`config.mk`:
```
export PLATFORM = sky130hd
export DESIGN_NAME = imem_boot_loader_flat
export DESIGN_NICKNAME = d
export VERILOG_FILES = /design/src/rtl/imem_boot_loader_if.sv /design/src/rtl/imem_boot_loader.sv /design/src/flat_wrapper.sv
export SDC_FILE = /design/constraint.sdc
export NUM_CORES = 1
export LEC_CHECK = 0
export CAP_MARGIN = 25
export CORE_MARGIN = 2
export CORE_UTILIZATION = 45
export DETAILED_ROUTE_END_ITERATION = 6
export GPL_TIMING_DRIVEN = 0
export PLACE_DENSITY = 0.7
export SYNTH_ARGS = -nofsm -noshare
export SYNTH_HDL_FRONTEND = slang
export SYNTH_SLANG_ARGS = --single-unit
```
`constraint.sdc`:
```
create_clock -name clk -period 2.5 [get_ports clk]
set_input_delay 0.625 -clock clk [delete_from_list [all_inputs] [get_ports clk]]
set_output_delay 0.625 -clock clk [all_outputs]
set_load 0.01 [all_outputs]
```
`src/rtl/imem_boot_loader_if.sv`:
```
// ---------------------------------------------------------------------------
// imem_boot_loader_if
//
// Bundles the two buses that the boot loader sits between:
//   * the inbound byte stream (valid/ready handshake)
//       in_data    [7:0]         byte payload
//       in_valid                 in_data is valid this cycle
//       in_ready                 the loader can accept a byte
//   * the outbound instruction-memory write port
//       imem_we                  one-cycle write strobe
//       imem_addr  [ADDR_W-1:0]  write address
//       imem_wdata [DATA_W-1:0]  write data
//
// Modports:
//   slave  - the loader: it consumes the byte stream and drives the memory
//            write port.
//   master - the environment: it produces the byte stream and observes
//            (or forwards to the memory) the write port.
// ---------------------------------------------------------------------------
interface imem_boot_loader_if #(
    parameter int ADDR_W = 5,
    parameter int DATA_W = 16
);
    logic [7:0]        in_data;
    logic              in_valid;
    logic              in_ready;
    logic              imem_we;
    logic [ADDR_W-1:0] imem_addr;
    logic [DATA_W-1:0] imem_wdata;

    modport slave (
        input  in_data,
        input  in_valid,
        output in_ready,
        output imem_we,
        output imem_addr,
        output imem_wdata
    );

    modport master (
        output in_data,
        output in_valid,
        input  in_ready,
        input  imem_we,
        input  imem_addr,
        input  imem_wdata
    );
endinterface

```
`src/rtl/imem_boot_loader.sv`:
```
// ---------------------------------------------------------------------------
// imem_boot_loader
//
// Receives a boot image as a byte stream and writes it into the core's
// instruction memory, then releases the core.
//
// Frame: N (word count, 1..2**ADDR_W), then N words sent high byte first.
// When the macro IMEM_LOADER_CHECKSUM_EN is defined, one trailing byte
// follows that must equal the 8-bit sum of all 2N data bytes (N excluded);
// a mismatch ends the load in ERR.
//
// Ports:
//   clk           system clock, rising edge
//   reset         asynchronous, active-low reset
//   bus           imem_boot_loader_if.slave: byte stream in, imem write out
//   restart       one-cycle pulse; aborts a load or leaves DONE/ERR for IDLE
//   words_loaded  words written during the current load
//   busy          a load is in progress (HI, LO or CHK)
//   core_run      image complete; the core reset is driven from ~core_run
//   err           load failed (bad word count or checksum mismatch)
//
// DATA_W is fixed at 16 (two bytes per word); other values are unsupported.
// ---------------------------------------------------------------------------
module imem_boot_loader #(
    parameter int ADDR_W = 5,
    parameter int DATA_W = 16
) (
    input  logic                 clk,
    input  logic                 reset,
    imem_boot_loader_if.slave    bus,
    input  logic                 restart,
    output logic [ADDR_W:0]      words_loaded,
    output logic                 busy,
    output logic                 core_run,
    output logic                 err
);

    localparam int CNT_W   = ADDR_W + 1;
    localparam int DEPTH   = 1 << ADDR_W;
    localparam int N_BYTES = DATA_W / 8;

    localparam logic [CNT_W-1:0]  CNT_ONE  = CNT_W'(1);
    localparam logic [ADDR_W-1:0] ADDR_ONE = ADDR_W'(1);

`ifdef IMEM_LOADER_CHECKSUM_EN
    typedef enum logic [2:0] {
        S_IDLE,
        S_HI,
        S_LO,
        S_CHK,
        S_DONE,
        S_ERR
    } state_t;
`else
    typedef enum logic [2:0] {
        S_IDLE,
        S_HI,
        S_LO,
        S_DONE,
        S_ERR
    } state_t;
`endif

    state_t              state_q, state_d;
    logic [CNT_W-1:0]    n_q, n_d;            // word count of this frame
    logic [ADDR_W-1:0]   addr_q, addr_d;      // next write address
    logic [CNT_W-1:0]    wl_q, wl_d;          // words written so far
    logic [7:0]          hi_q, hi_d;          // pending high byte
    logic                we_q, we_d;
    logic [ADDR_W-1:0]   waddr_q, waddr_d;
    logic [DATA_W-1:0]   wdata_q, wdata_d;
    logic                run_q, run_d;
    logic                err_q, err_d;
`ifdef IMEM_LOADER_CHECKSUM_EN
    logic [7:0]          sum_q, sum_d;        // running sum of data bytes
`endif

    logic                ready_state;
    logic                accept;
    logic                n_ok;
    logic                last_word;
    logic [DATA_W-1:0]   word_next;

    // Word assembly: the top byte lane comes from the held high byte, the
    // lower lane from the byte arriving now.
    generate
        for (genvar gi = 0; gi < N_BYTES; gi++) begin : g_lane
            if (gi == N_BYTES - 1) begin : g_hi
                assign word_next[gi*8 +: 8] = hi_q;
            end else begin : g_lo
                assign word_next[gi*8 +: 8] = bus.in_data;
            end
        end
    endgenerate

    // in_ready depends on state and restart only, never on in_valid, so the
    // upstream source sees no combinational loop. restart blocks the byte
    // in its cycle so that an abort can never write a half-assembled word.
`ifdef IMEM_LOADER_CHECKSUM_EN
    assign ready_state = (state_q == S_IDLE) || (state_q == S_HI) ||
                         (state_q == S_LO)   || (state_q == S_CHK);
    assign busy        = (state_q == S_HI) || (state_q == S_LO) ||
                         (state_q == S_CHK);
`else
    assign ready_state = (state_q == S_IDLE) || (state_q == S_HI) ||
                         (state_q == S_LO);
    assign busy        = (state_q == S_HI) || (state_q == S_LO);
`endif

    assign bus.in_ready = ready_state && !restart;
    assign accept       = bus.in_valid && bus.in_ready;

    // The count is checked in full integer width so that counts above the
    // memory depth can never alias onto a legal value.
    assign n_ok      = (bus.in_data != 8'h00) && (int'(bus.in_data) <= DEPTH);
    assign last_word = ((wl_q + CNT_ONE) == n_q);

    always_comb begin
        state_d = state_q;
        n_d     = n_q;
        addr_d  = addr_q;
        wl_d    = wl_q;
        hi_d    = hi_q;
        we_d    = 1'b0;
        waddr_d = waddr_q;
        wdata_d = wdata_q;
        run_d   = run_q;
        err_d   = err_q;
`ifdef IMEM_LOADER_CHECKSUM_EN
        sum_d   = sum_q;
`endif

        if (restart) begin
            // Abort or leave a terminal state; any partial word is dropped.
            state_d = S_IDLE;
            wl_d    = '0;
            hi_d    = '0;
            run_d   = 1'b0;
            err_d   = 1'b0;
        end else begin
            unique case (state_q)
                S_IDLE: begin
                    if (accept) begin
                        if (n_ok) begin
                            n_d     = CNT_W'(bus.in_data);
                            addr_d  = '0;
                            wl_d    = '0;
`ifdef IMEM_LOADER_CHECKSUM_EN
                            sum_d   = '0;
`endif
                            state_d = S_HI;
                        end else begin
                            err_d   = 1'b1;
                            state_d = S_ERR;
                        end
                    end
                end

                S_HI: begin
                    if (accept) begin
                        hi_d    = bus.in_data;
`ifdef IMEM_LOADER_CHECKSUM_EN
                        sum_d   = sum_q + bus.in_data;
`endif
                        state_d = S_LO;
                    end
                end

                S_LO: begin
                    if (accept) begin
                        // The write is registered, so it lands one cycle
                        // after this handshake while the next byte can
                        // already be accepted; input never stalls.
                        we_d    = 1'b1;
                        waddr_d = addr_q;
                        wdata_d = word_next;
                        addr_d  = addr_q + ADDR_ONE;
                        wl_d    = wl_q + CNT_ONE;
`ifdef IMEM_LOADER_CHECKSUM_EN
                        sum_d   = sum_q + bus.in_data;
                        state_d = last_word ? S_CHK : S_HI;
`else
                        state_d = last_word ? S_DONE : S_HI;
`endif
                    end
                end

`ifdef IMEM_LOADER_CHECKSUM_EN
                S_CHK: begin
                    if (accept) begin
                        if (bus.in_data == sum_q) begin
                            state_d = S_DONE;
                        end else begin
                            err_d   = 1'b1;
                            state_d = S_ERR;
                        end
                    end
                end
`endif

                S_DONE: begin
                    // Registered from the state, so core_run first rises
                    // the cycle after the final write strobe.
                    run_d = 1'b1;
                end

                S_ERR: begin
                    err_d = 1'b1;
                    run_d = 1'b0;
                end

                default: begin
                    state_d = S_IDLE;
                end
            endcase
        end
    end

    always_ff @(posedge clk or negedge reset) begin
        if (!reset) begin
            state_q <= S_IDLE;
            n_q     <= '0;
            addr_q  <= '0;
            wl_q    <= '0;
            hi_q    <= '0;
            we_q    <= 1'b0;
            waddr_q <= '0;
            wdata_q <= '0;
            run_q   <= 1'b0;
            err_q   <= 1'b0;
`ifdef IMEM_LOADER_CHECKSUM_EN
            sum_q   <= '0;
`endif
        end else begin
            state_q <= state_d;
            n_q     <= n_d;
            addr_q  <= addr_d;
            wl_q    <= wl_d;
            hi_q    <= hi_d;
            we_q    <= we_d;
            waddr_q <= waddr_d;
            wdata_q <= wdata_d;
            run_q   <= run_d;
            err_q   <= err_d;
`ifdef IMEM_LOADER_CHECKSUM_EN
            sum_q   <= sum_d;
`endif
        end
    end

    assign bus.imem_we    = we_q;
    assign bus.imem_addr  = waddr_q;
    assign bus.imem_wdata = wdata_q;
    assign words_loaded   = wl_q;
    assign core_run       = run_q;
    assign err            = err_q;

endmodule

```
`src/flat_wrapper.sv`:
```
// flat-port wrapper written by rule: the top's interface ports become plain ports
module imem_boot_loader_flat 
#(
    parameter int ADDR_W = 5,
    parameter int DATA_W = 16
)
  (clk, reset, restart, words_loaded, busy, core_run, err, bus_in_data, bus_in_valid, bus_in_ready, bus_imem_we, bus_imem_addr, bus_imem_wdata);
  imem_boot_loader_if #(.ADDR_W(ADDR_W), .DATA_W(DATA_W)) bus_i ();
  input  logic clk;
  input  logic reset;
  input  logic restart;
  output logic [ADDR_W:0] words_loaded;
  output logic busy;
  output logic core_run;
  output logic err;
  input wire logic [$bits(bus_i.in_data)-1:0] bus_in_data;
  input wire logic [$bits(bus_i.in_valid)-1:0] bus_in_valid;
  output wire logic [$bits(bus_i.in_ready)-1:0] bus_in_ready;
  output wire logic [$bits(bus_i.imem_we)-1:0] bus_imem_we;
  output wire logic [$bits(bus_i.imem_addr)-1:0] bus_imem_addr;
  output wire logic [$bits(bus_i.imem_wdata)-1:0] bus_imem_wdata;
  assign bus_i.in_data = bus_in_data;
  assign bus_i.in_valid = bus_in_valid;
  assign bus_in_ready = bus_i.in_ready;
  assign bus_imem_we = bus_i.imem_we;
  assign bus_imem_addr = bus_i.imem_addr;
  assign bus_imem_wdata = bus_i.imem_wdata;
  imem_boot_loader #(.ADDR_W(ADDR_W), .DATA_W(DATA_W)) u_core (.clk(clk), .reset(reset), .bus(bus_i), .restart(restart), .words_loaded(words_loaded), .busy(busy), .core_run(core_run), .err(err));
endmodule
```
==> out/qor.txt, run 1 <==
Area grow syn2layout: 27.05%
Fmax achieved: 416.9 MHz
Slew HR: 60.97%
Fin crit share: 95.95%
Vias: 1846
Row cnt: 26
Grt ovf: 0
Worst min path class: primary input to async pin
Proportion of layout cells with a drive suffix above 1: 11.30%
Clock Skews: 0.01110 ns
Setup crit end kind: primary output
Hold Vio Cnt, Final: 0
Initial antenna violation count: 0
Critical Path Max Stage Delay: 0.57 ns
Crit path cell chain: clkbuf_1, buf_4, a211oi_1, clkdlybuf4s50_1
Setup TNS: 0 ns
Final Worst Setup Slack: 0.1013 ns
Critical path fanouts, max: 10
Fillers: 449
Design area: 0.003038 sq mm
Die area: 0.005913 sq mm
Unique masters post-synth: 41
TritonCTS clock tree: done
CTS Buf Count: 5
Status: completed
CP Class: primary input to primary output
Layout Utilization: 59.48%
First-pass DRT Iterations: 4
Reg2Reg Depth: 8
Synth Instances: 241
DRC errors left: 0
Clock Latency Late Sink: 0.30 ns
Largest cells by area after synthesis: dfrtp_1, nand2_1, mux2i_1
FF-to-FF setup slack: 0.30 ns
Delay-heaviest family, CP: buffers and inverters
H-tree Lvls: 2
Routed len/inst: 13.34 um
Post-layout total power: 1.585 mW
ANT cells: 0
CTS sink cnt: 52
Cell Area, Placed: 0.002904 sq mm
CP max-delay cell: clkdlybuf4s50_1
Commonest non-fill, non-tap cell in the layout: nand2_1
Max Root-Sink Buffers: 2
CP bufs+invs: 3
Vias in the first global route: 1735
IO buf count: 41
Synth async-reset ratio: 100.0%
DR iter-0 viols: 87
Top_reg_cell synth: dfrtp_1
Largest net degree at the start of global routing: 29
Worst vdd ir: 0.0003189 V
Initial Util: 46.82%
Reg-to-Reg End: u_core.bus.imem_wdata[5]
Die Wd: 76.90 um
Power Density: 521.6 mW/mm^2
Pre-CTS setup slack: -0.3985 ns
Post-synthesis register bit count: 52
Hold_buf cts: 0
Slew @ Worst Pin: 0.5854 ns
Most frequent cells in the layout: nand2_1, dfrtp_1, clkdlybuf4s50_1
Max-cap violations: 0
Antenna Nets Post-Route: 0
Unrepaired setup endpoints after global routing: no
CP arrival: 1.77 ns
Final #Nets: 305
Pleak: 1.514 nW
Aggregate routed wire length: 4829 um
Register area share after synthesis: 54.42%
Number of flops mapped to enable cells by yosys: 0
Mean area per synthesized cell: 9.921 sq um
Total GRT Usage: 17.49%
First-pass GRT wire length: 8300 um
Synth Cell Area: 0.002391 sq mm
Tmin final: 2.399 ns
Crit path launch type: primary input
R2r startpoint: u_core.state_q[2]
Max-slew violations: 0
Synth warn: 0
Clock Tree Root: clkbuf_8
DPL Wire Length: 3437 um
Hold WS: 0.3108 ns
GPL Wtd Cong: 0.8535
Die height: 76.90 um
Vias per std cell: 5.099
CP required: 1.88 ns
Clock transition at path regs: 0.10 ns
Final non-filler cell total: 362
Net Count, Synth: 255
Placeable core area: 0.005107 sq mm
Placed instance count: 353
Final setup viols: 0
Synth top area share: 54.42%
I/O pin total: 44
Post-synth top area cell: dfrtp_1
worst max path at each step:
stage                        start            endpoint  cells after the start
finish                     restart        bus_in_ready                      4
detailed placement  bus_in_data[4]       u_core.n_q[3]                      6
global route               restart        bus_in_ready                      4
floorplan           bus_in_data[4]       u_core.n_q[2]                      5
CTS                 bus_in_data[4]       u_core.n_q[2]                      6
global placement             reset  u_core.bus.imem_we                      1
layout make-up:
| type | instances | area [sq um] | area share (%) |
|---|---|---|---|
| well taps | 70 | 87.58 | 2.883 |
| plain buffers | 10 | 56.30 | 1.853 |
| flip-flops and latches | 52 | 1301 | 42.83 |
| inverters | 5 | 18.77 | 0.6178 |
| clock inverters | 2 | 13.76 | 0.4530 |
| clock buffers | 6 | 82.58 | 2.718 |
| multi-input cells | 172 | 1022 | 33.65 |
| repair buffers | 45 | 455.4 | 14.99 |
flip-flops by register name, summed over array words and instances, names as in the netlist:
name,count
u_core.core_run,1
u_core.hi_q,8
u_core.n_q,6
u_core.state_q,3
u_core.words_loaded,6
u_core.bus.imem_wdata,16
u_core.addr_q,5
u_core.bus.imem_addr,5
u_core.err,1
u_core.bus.imem_we,1
Yosys cell counts, drive strengths merged (3+ instances only):
cell / n
xnor2: 7
buf: 6
o21ai: 5
xor2: 5
nand2: 71
dfrtp: 52
mux2i: 10
nor2: 15
mux2: 8
a21oi: 7
nor3: 4
o41ai: 3
clkbuf: 6
nand3: 6
inv: 5
metal layers:
layer,up-vias,share of wire (%),GRT usage (%)
met2,46,46,27.19
li1,911,-,-
met5,-,0,0
met4,0,0.48,4.364
met1,887,48,25.19
met3,2,5.2,3.529
cells by family (layout without fill, tap and decap cells):
group                    count (synthesis)  after routing  synth area share, %
AO/OA/AOI/OAI                           27             27                7.483
XOR/XNOR                                12             12                4.396
adder cells (fa/ha/maj)                  2              2                1.046
buffers and inverters                   17             68                3.296
flip-flops                              52             52                54.42
multiplexers                            18             18                8.582
AND/OR/NAND/NOR                        113            113                20.77
what timing repair did:
item	in CTS	in global routing
gates resized for setup	3	5
setup endpoints to repair	5	15
pin swaps	0	1
setup buffers	2	1
where the power goes:
part	internal, mW	switching [mW]
combinational	0.0965	0.0834
clock	0.227	0.278
sequential	0.875	0.0243
total	1.20	0.386
No activity file was read; power rests on OpenSTA's default activity.
==> run 2: changes to the inputs <==
--- a/config.mk
+++ b/config.mk
@@ -11,6 +11,7 @@
 export DETAILED_ROUTE_END_ITERATION = 6
 export GPL_TIMING_DRIVEN = 0
 export PLACE_DENSITY = 0.7
+export REMOVE_ABC_BUFFERS = 1
 export SYNTH_ARGS = -nofsm -noshare
 export SYNTH_HDL_FRONTEND = slang
 export SYNTH_SLANG_ARGS = --single-unit
==> out/qor.txt, run 2 (synthesis gave the netlist of run 1 again) <==
Status: completed (unchanged)
Die area: 0.005913 sq mm (unchanged)
I/O pin total: 44 (unchanged)
Max-slew violations: 0 (unchanged)
Placeable core area: 0.005107 sq mm (unchanged)
Reg2Reg Depth: 5 (was 8)
DR iter-0 viols: 66 (was 87)
TritonCTS clock tree: done (unchanged)
Row cnt: 26 (unchanged)
Clock Skews: 0.004615 ns (was 0.01110 ns)
Area of the multi-input gates: 0.001051 sq mm (was 0.001022 sq mm)
Vias per std cell: 5.067 (was 5.099)
ANT cells: 0 (unchanged)
Final #Nets: 299 (was 305)
Clock transition at path regs: 0.09 ns (was 0.10 ns)
Initial Util: 46.82% (unchanged)
Vias in the first global route: 1730 (was 1735)
Worst min path class: primary input to async pin (unchanged)
Routed len/inst: 13.84 um (was 13.34 um)
CTS sink cnt: 52 (unchanged)
Tmin final: 2.443 ns (was 2.399 ns)
Hold Vio Cnt, Final: 0 (unchanged)
Commonest non-fill, non-tap cell in the layout: nand2_1 (unchanged)
Slew @ Worst Pin: 0.5624 ns (was 0.5854 ns)
Die Wd: 76.90 um (unchanged)
CP required: 2.69 ns (was 1.88 ns)
Fin crit share: 97.71% (was 95.95%)
Fillers: 476 (was 449)
Largest register FFs: 16 (unchanged)
FF-to-FF setup slack: 0.43 ns (was 0.30 ns)
Final non-filler cell total: 356 (was 362)
Pre-CTS setup slack: -1.789 ns (was -0.3985 ns)
Placed instance count: 343 (was 353)
Critical path fanouts, max: 7 (was 10)
Vias: 1804 (was 1846)
Clock Latency Late Sink: 0.30 ns (about the same)
First-pass GRT wire length: 8521 um (was 8300 um)
Crit path launch type: primary input (unchanged)
Worst vdd ir: 0.0003401 V (was 0.0003189 V)
DPL Wire Length: 3173 um (was 3437 um)
CP arrival: 2.63 ns (was 1.77 ns)
FF/Latch Area: 0.001301 sq mm (unchanged)
Die height: 76.90 um (unchanged)
Grt ovf: 0 (unchanged)
Final Worst Setup Slack: 0.05714 ns (was 0.1013 ns)
CP Class: primary input to flip-flop (was primary input to primary output)
IO buf count: 43 (was 41)
Max Root-Sink Buffers: 2 (unchanged)
R2r startpoint: u_core.state_q[1] (was u_core.state_q[2])
Final setup viols: 0 (unchanged)
H-tree Lvls: 2 (unchanged)
Antenna Nets Post-Route: 0 (unchanged)
Power Density: 516.2 mW/mm^2 (was 521.6 mW/mm^2)
Setup crit end kind: flip-flop (was primary output)
Fmax achieved: 409.4 MHz (was 416.9 MHz)
Most frequent cells in the layout: nand2_1, dfrtp_1, clkdlybuf4s50_1 (unchanged)
DRC errors left: 0 (unchanged)
Layout Utilization: 59.55% (was 59.48%)
Max-cap violations: 0 (unchanged)
Largest net degree at the start of global routing: 41 (was 29)
GPL Wtd Cong: 0.7173 (was 0.8535)
Cell Area, Placed: 0.002864 sq mm (was 0.002904 sq mm)
Clock Tree Root: clkbuf_8 (unchanged)
Reg-to-Reg End: u_core.state_q[1] (was u_core.bus.imem_wdata[5])
Aggregate routed wire length: 4928 um (was 4829 um)
First-pass DRT Iterations: 4 (unchanged)
Proportion of layout cells with a drive suffix above 1: 11.19% (was 11.30%)
Slew HR: 62.43% (was 60.97%)
Design area: 0.003042 sq mm (was 0.003038 sq mm)
CTS Buf Count: 5 (unchanged)
Area grow syn2layout: 27.21% (was 27.05%)
Total GRT Usage: 17.99% (was 17.49%)
Pleak: 1.458 nW (was 1.514 nW)
Post-layout total power: 1.570 mW (was 1.585 mW)
Unrepaired setup endpoints after global routing: no (unchanged)
Initial antenna violation count: 0 (unchanged)
-- run 2: cell types whose count changed in the layout (fill, tap and decap cells not counted), sizes merged, moves of 2 or more --
cell,delta
inv,-2
clkdlybuf4s50,+3
buf,-4
clkinvlp,+2
dlymetal6s2s,-3
clkbuf,-2
-- run 2: final cells by class --
class	count	area share, %
Sequential cell	52	42.78
Multi-Input combinational cell	172	34.55
Timing Repair Buffer	48	15.84
Clock buffer	8	2.962
Tap cell	70	2.879
Inverter	5	0.7404
Timing Repair inverter	1	0.2468
-- run 2: report_power, final --
part | internal (mW) | total (mW) | switching [mW]
clock network | 0.226 | 0.487 | 0.261
registers | 0.875 | 0.905 | 0.0303
logic | 0.0964 | 0.177 | 0.0811
total | 1.20 | 1.57 | 0.372
-- run 2: through the flow --
step / setup TNS [ns] / hold slack (ns)
floorplan: -0.05585 / 0.3294
global placement: -90.14 / 0.4543
detailed placement: -51.15 / 0.4584
CTS: 0 / 0.2045
global route: 0 / 0.2189
finish: 0 / 0.2022
-- run 2: what timing repair did --
action                                  in CTS  in global routing
buffers inserted                             1                  3
gates cloned                                 1                  0
hold buffers                                 0                  0
endpoints found under the setup margin      42                 13
gates resized for setup                     12                  4
pin swaps                                    1                  2
-- run 2: routing by layer --
| metal | track usage (%) | wire length [um] |
|---|---|---|
| met5 | 0 | 0 |
| met4 | 4.909 | 60 |
| met3 | 4.118 | 175 |
| met2 | 29.47 | 2383 |
| met1 | 24.07 | 2308 |
-- run 2: critical path: stages --
cell             delay (ns)
clkdlybuf4s50_1        0.46
or4_4                  0.59
o21a_2                 0.25
nor3_4                 0.21
buf_12                 0.15
mux2_2                 0.33
-- run 2: worst max path at each step --
stage,endpoint,start
global placement,u_core.state_q[1],restart
global route,u_core.n_q[0],bus_in_data[4]
floorplan,u_core.state_q[1],restart
detailed placement,u_core.state_q[1],restart
finish,u_core.n_q[0],bus_in_data[4]
CTS,u_core.n_q[0],bus_in_data[4]
==> run 3: changes to the inputs <==
--- a/config.mk
+++ b/config.mk
@@ -9,8 +9,8 @@
 export CORE_MARGIN = 2
 export CORE_UTILIZATION = 45
 export DETAILED_ROUTE_END_ITERATION = 6
+export DONT_BUFFER_PORTS = 1
 export GPL_TIMING_DRIVEN = 0
-export PLACE_DENSITY = 0.7
 export REMOVE_ABC_BUFFERS = 1
 export SYNTH_ARGS = -nofsm -noshare
 export SYNTH_HDL_FRONTEND = slang
==> constraint.sdc (replaced) <==
create_clock -name clk -period 2.2 [get_ports clk]
set_input_delay 0.55 -clock clk [delete_from_list [all_inputs] [get_ports clk]]
set_output_delay 0.55 -clock clk [all_outputs]
set_load 0.01 [all_outputs]
==> out/qor.txt, run 3 (synthesis gave the netlist of run 1 again) <==
Max Root-Sink Buffers: 2 (unchanged)
Placeable core area: 0.005107 sq mm (unchanged)
GRT met1 Usage: 23.72% (was 24.07%)
Clock Latency Late Sink: 0.30 ns (about the same)
Antenna Nets Post-Route: 0 (unchanged)
Aggregate routed wire length: 4780 um (was 4928 um)
CP required: 2.39 ns (was 2.69 ns)
Grt ovf: 0 (unchanged)
Area of the multi-input gates: 0.001032 sq mm (was 0.001051 sq mm)
Vias per std cell: 5.212 (was 5.067)
Setup crit end kind: flip-flop (unchanged)
Worst vdd ir: 0.0003809 V (was 0.0003401 V)
Clock Tree Root: clkbuf_8 (unchanged)
Fillers: 475 (was 476)
Vias: 1626 (was 1804)
Critical path fanouts, max: 12 (was 7)
Total GRT Usage: 17.72% (was 17.99%)
Commonest non-fill, non-tap cell in the layout: nand2_1 (unchanged)
IO buf count: 0 (was 43)
Reg2Reg Depth: 4 (was 5)
Fin crit share: 95.21%
Initial antenna violation count: 0 (unchanged)
Largest net degree at the start of global routing: 53 (was 41)
DR iter-0 viols: 94 (was 66)
Clock transition at path regs: 0.09 ns (about the same)
Slew HR: 60.40% (was 62.43%)
Die area: 0.005913 sq mm (unchanged)
Final #Nets: 255 (was 299)
Layout Utilization: 50.81% (was 59.55%)
Reg-to-Reg End: u_core.n_q[1] (was u_core.state_q[1])
R2r startpoint: u_core.state_q[1] (unchanged)
Max-slew violations: 0 (unchanged)
Crit path launch type: primary input (unchanged)
Hold Vio Cnt, Final: 0 (unchanged)
Routed len/inst: 15.32 um (was 13.84 um)
Unrepaired setup endpoints after global routing: no (unchanged)
Die height: 76.90 um (unchanged)
Power Density: 670.2 mW/mm^2 (was 516.2 mW/mm^2)
Largest register FFs: 16 (unchanged)
CTS sink cnt: 52 (unchanged)
Final setup viols: 0 (unchanged)
Slew @ Worst Pin: 0.5894 ns (was 0.5624 ns)
DPL Wire Length: 2941 um (was 3173 um)
Worst min path class: primary input to async pin (unchanged)
First-pass GRT wire length: 8411 um (was 8521 um)
CP arrival: 2.29 ns (was 2.63 ns)
I/O pin total: 44 (unchanged)
Top Usage Layer GRT: met2 (unchanged)
Tmin final: 2.095 ns
Met3 Track Usage GR: 4.824% (was 4.118%)
GPL Wtd Cong: 0.7841 (was 0.7173)
Proportion of layout cells with a drive suffix above 1: 11.98% (was 11.19%)
TritonCTS clock tree: done (unchanged)
Max-cap violations: 0 (unchanged)
Clock Skews: 0.006972 ns (was 0.004615 ns)
Row cnt: 26 (unchanged)
Pleak: 1.308 nW (was 1.458 nW)
Initial Util: 46.82% (unchanged)
Vias in the first global route: 1715 (was 1730)
Setup TNS: 0 ns (unchanged)
Grt met2 use: 28.16% (was 29.47%)
ANT cells: 0 (unchanged)
Most frequent cells in the layout: nand2_1, dfrtp_1, nor2_1 (was nand2_1, dfrtp_1, clkdlybuf4s50_1)
Die Wd: 76.90 um (unchanged)
CTS Buf Count: 5 (unchanged)
Area grow syn2layout: 8.530% (was 27.21%)
CP Class: primary input to flip-flop (unchanged)
Status: completed (unchanged)
Fmax achieved: 477.4 MHz
DRC errors left: 0 (unchanged)
FF/Latch Area: 0.001301 sq mm (unchanged)
FF-to-FF setup slack: 0.19 ns (was 0.43 ns)
H-tree Lvls: 2 (unchanged)
First-pass DRT Iterations: 4 (unchanged)
## run 3: cell types whose count changed in the layout (fill, tap and decap cells not counted), sizes merged
cell,before,now
clkdlybuf4s50,40,0
buf,7,4
dlygate4sd2,1,0
clkbuf,8,7
clkinvlp,2,3
## run 3: worst max-delay path by stage
stage	from	end	slack (ns)	depth (start not counted)
after floorplan	restart	u_core.state_q[1]	-0.28	5
after CTS	u_core.state_q[2]	u_core.state_q[1]	0.06	5
after global routing	bus_in_data[4]	u_core.n_q[1]	0.03	4
after detailed placement	restart	u_core.state_q[1]	-1.20	5
after global placement	restart	u_core.state_q[1]	-1.12	5
final	bus_in_data[4]	u_core.n_q[1]	0.11	4
## run 3: report_power, final
group	internal, mW	switching, mW	total [mW]
sequential	0.995	0.0371	1.03
combinational	0.0781	0.0618	0.140
clock	0.256	0.311	0.567
total	1.33	0.410	1.74
## run 3: timing repair
action	4_1_cts	5_1_grt
setup endpoints to repair	35	1
gates resized for setup	7	0
gates cloned	1	0
endpoints found under the hold margin	52	0
setup buffers	0	3
hold buffers	1	0
## run 3: worst max-delay path: stages
cell	delay [ns]
or4_4	0.54
o21a_1	0.25
nor3_4	0.54
mux2_2	0.40
## run 3: routing by layer
layer	vias to the layer above	wire, um
met5	-	0
met2	37	2259
met4	0	37
met3	5	276
met1	781	2207
li1	803	-
## run 3: cell type report
class | count | area share (%)
flip-flops and latches | 52 | 50.14
multi-input cells | 172 | 39.78
well taps | 70 | 3.375
clock buffers | 7 | 3.327
repair buffers | 4 | 1.929
inverters | 5 | 0.8679
clock inverters | 1 | 0.2893
repair inverters | 1 | 0.2893
## run 3: metrics by stage
step           cell area, sq um  cells  power (mW)  setup WS [ns]  hold slack, ns
3_5_place_dp               2419    299       1.166         -1.201          0.2563
5_1_grt                    2595    312       1.822        0.03165         0.09889
3_3_place_gp               2419    299       1.164         -1.116          0.2561
6_report                   2595    312       1.739         0.1053         0.09319
4_1_cts                    2572    309       1.759        0.06231         0.09952
2_1_floorplan              2331    229       1.146        -0.2809          0.2544
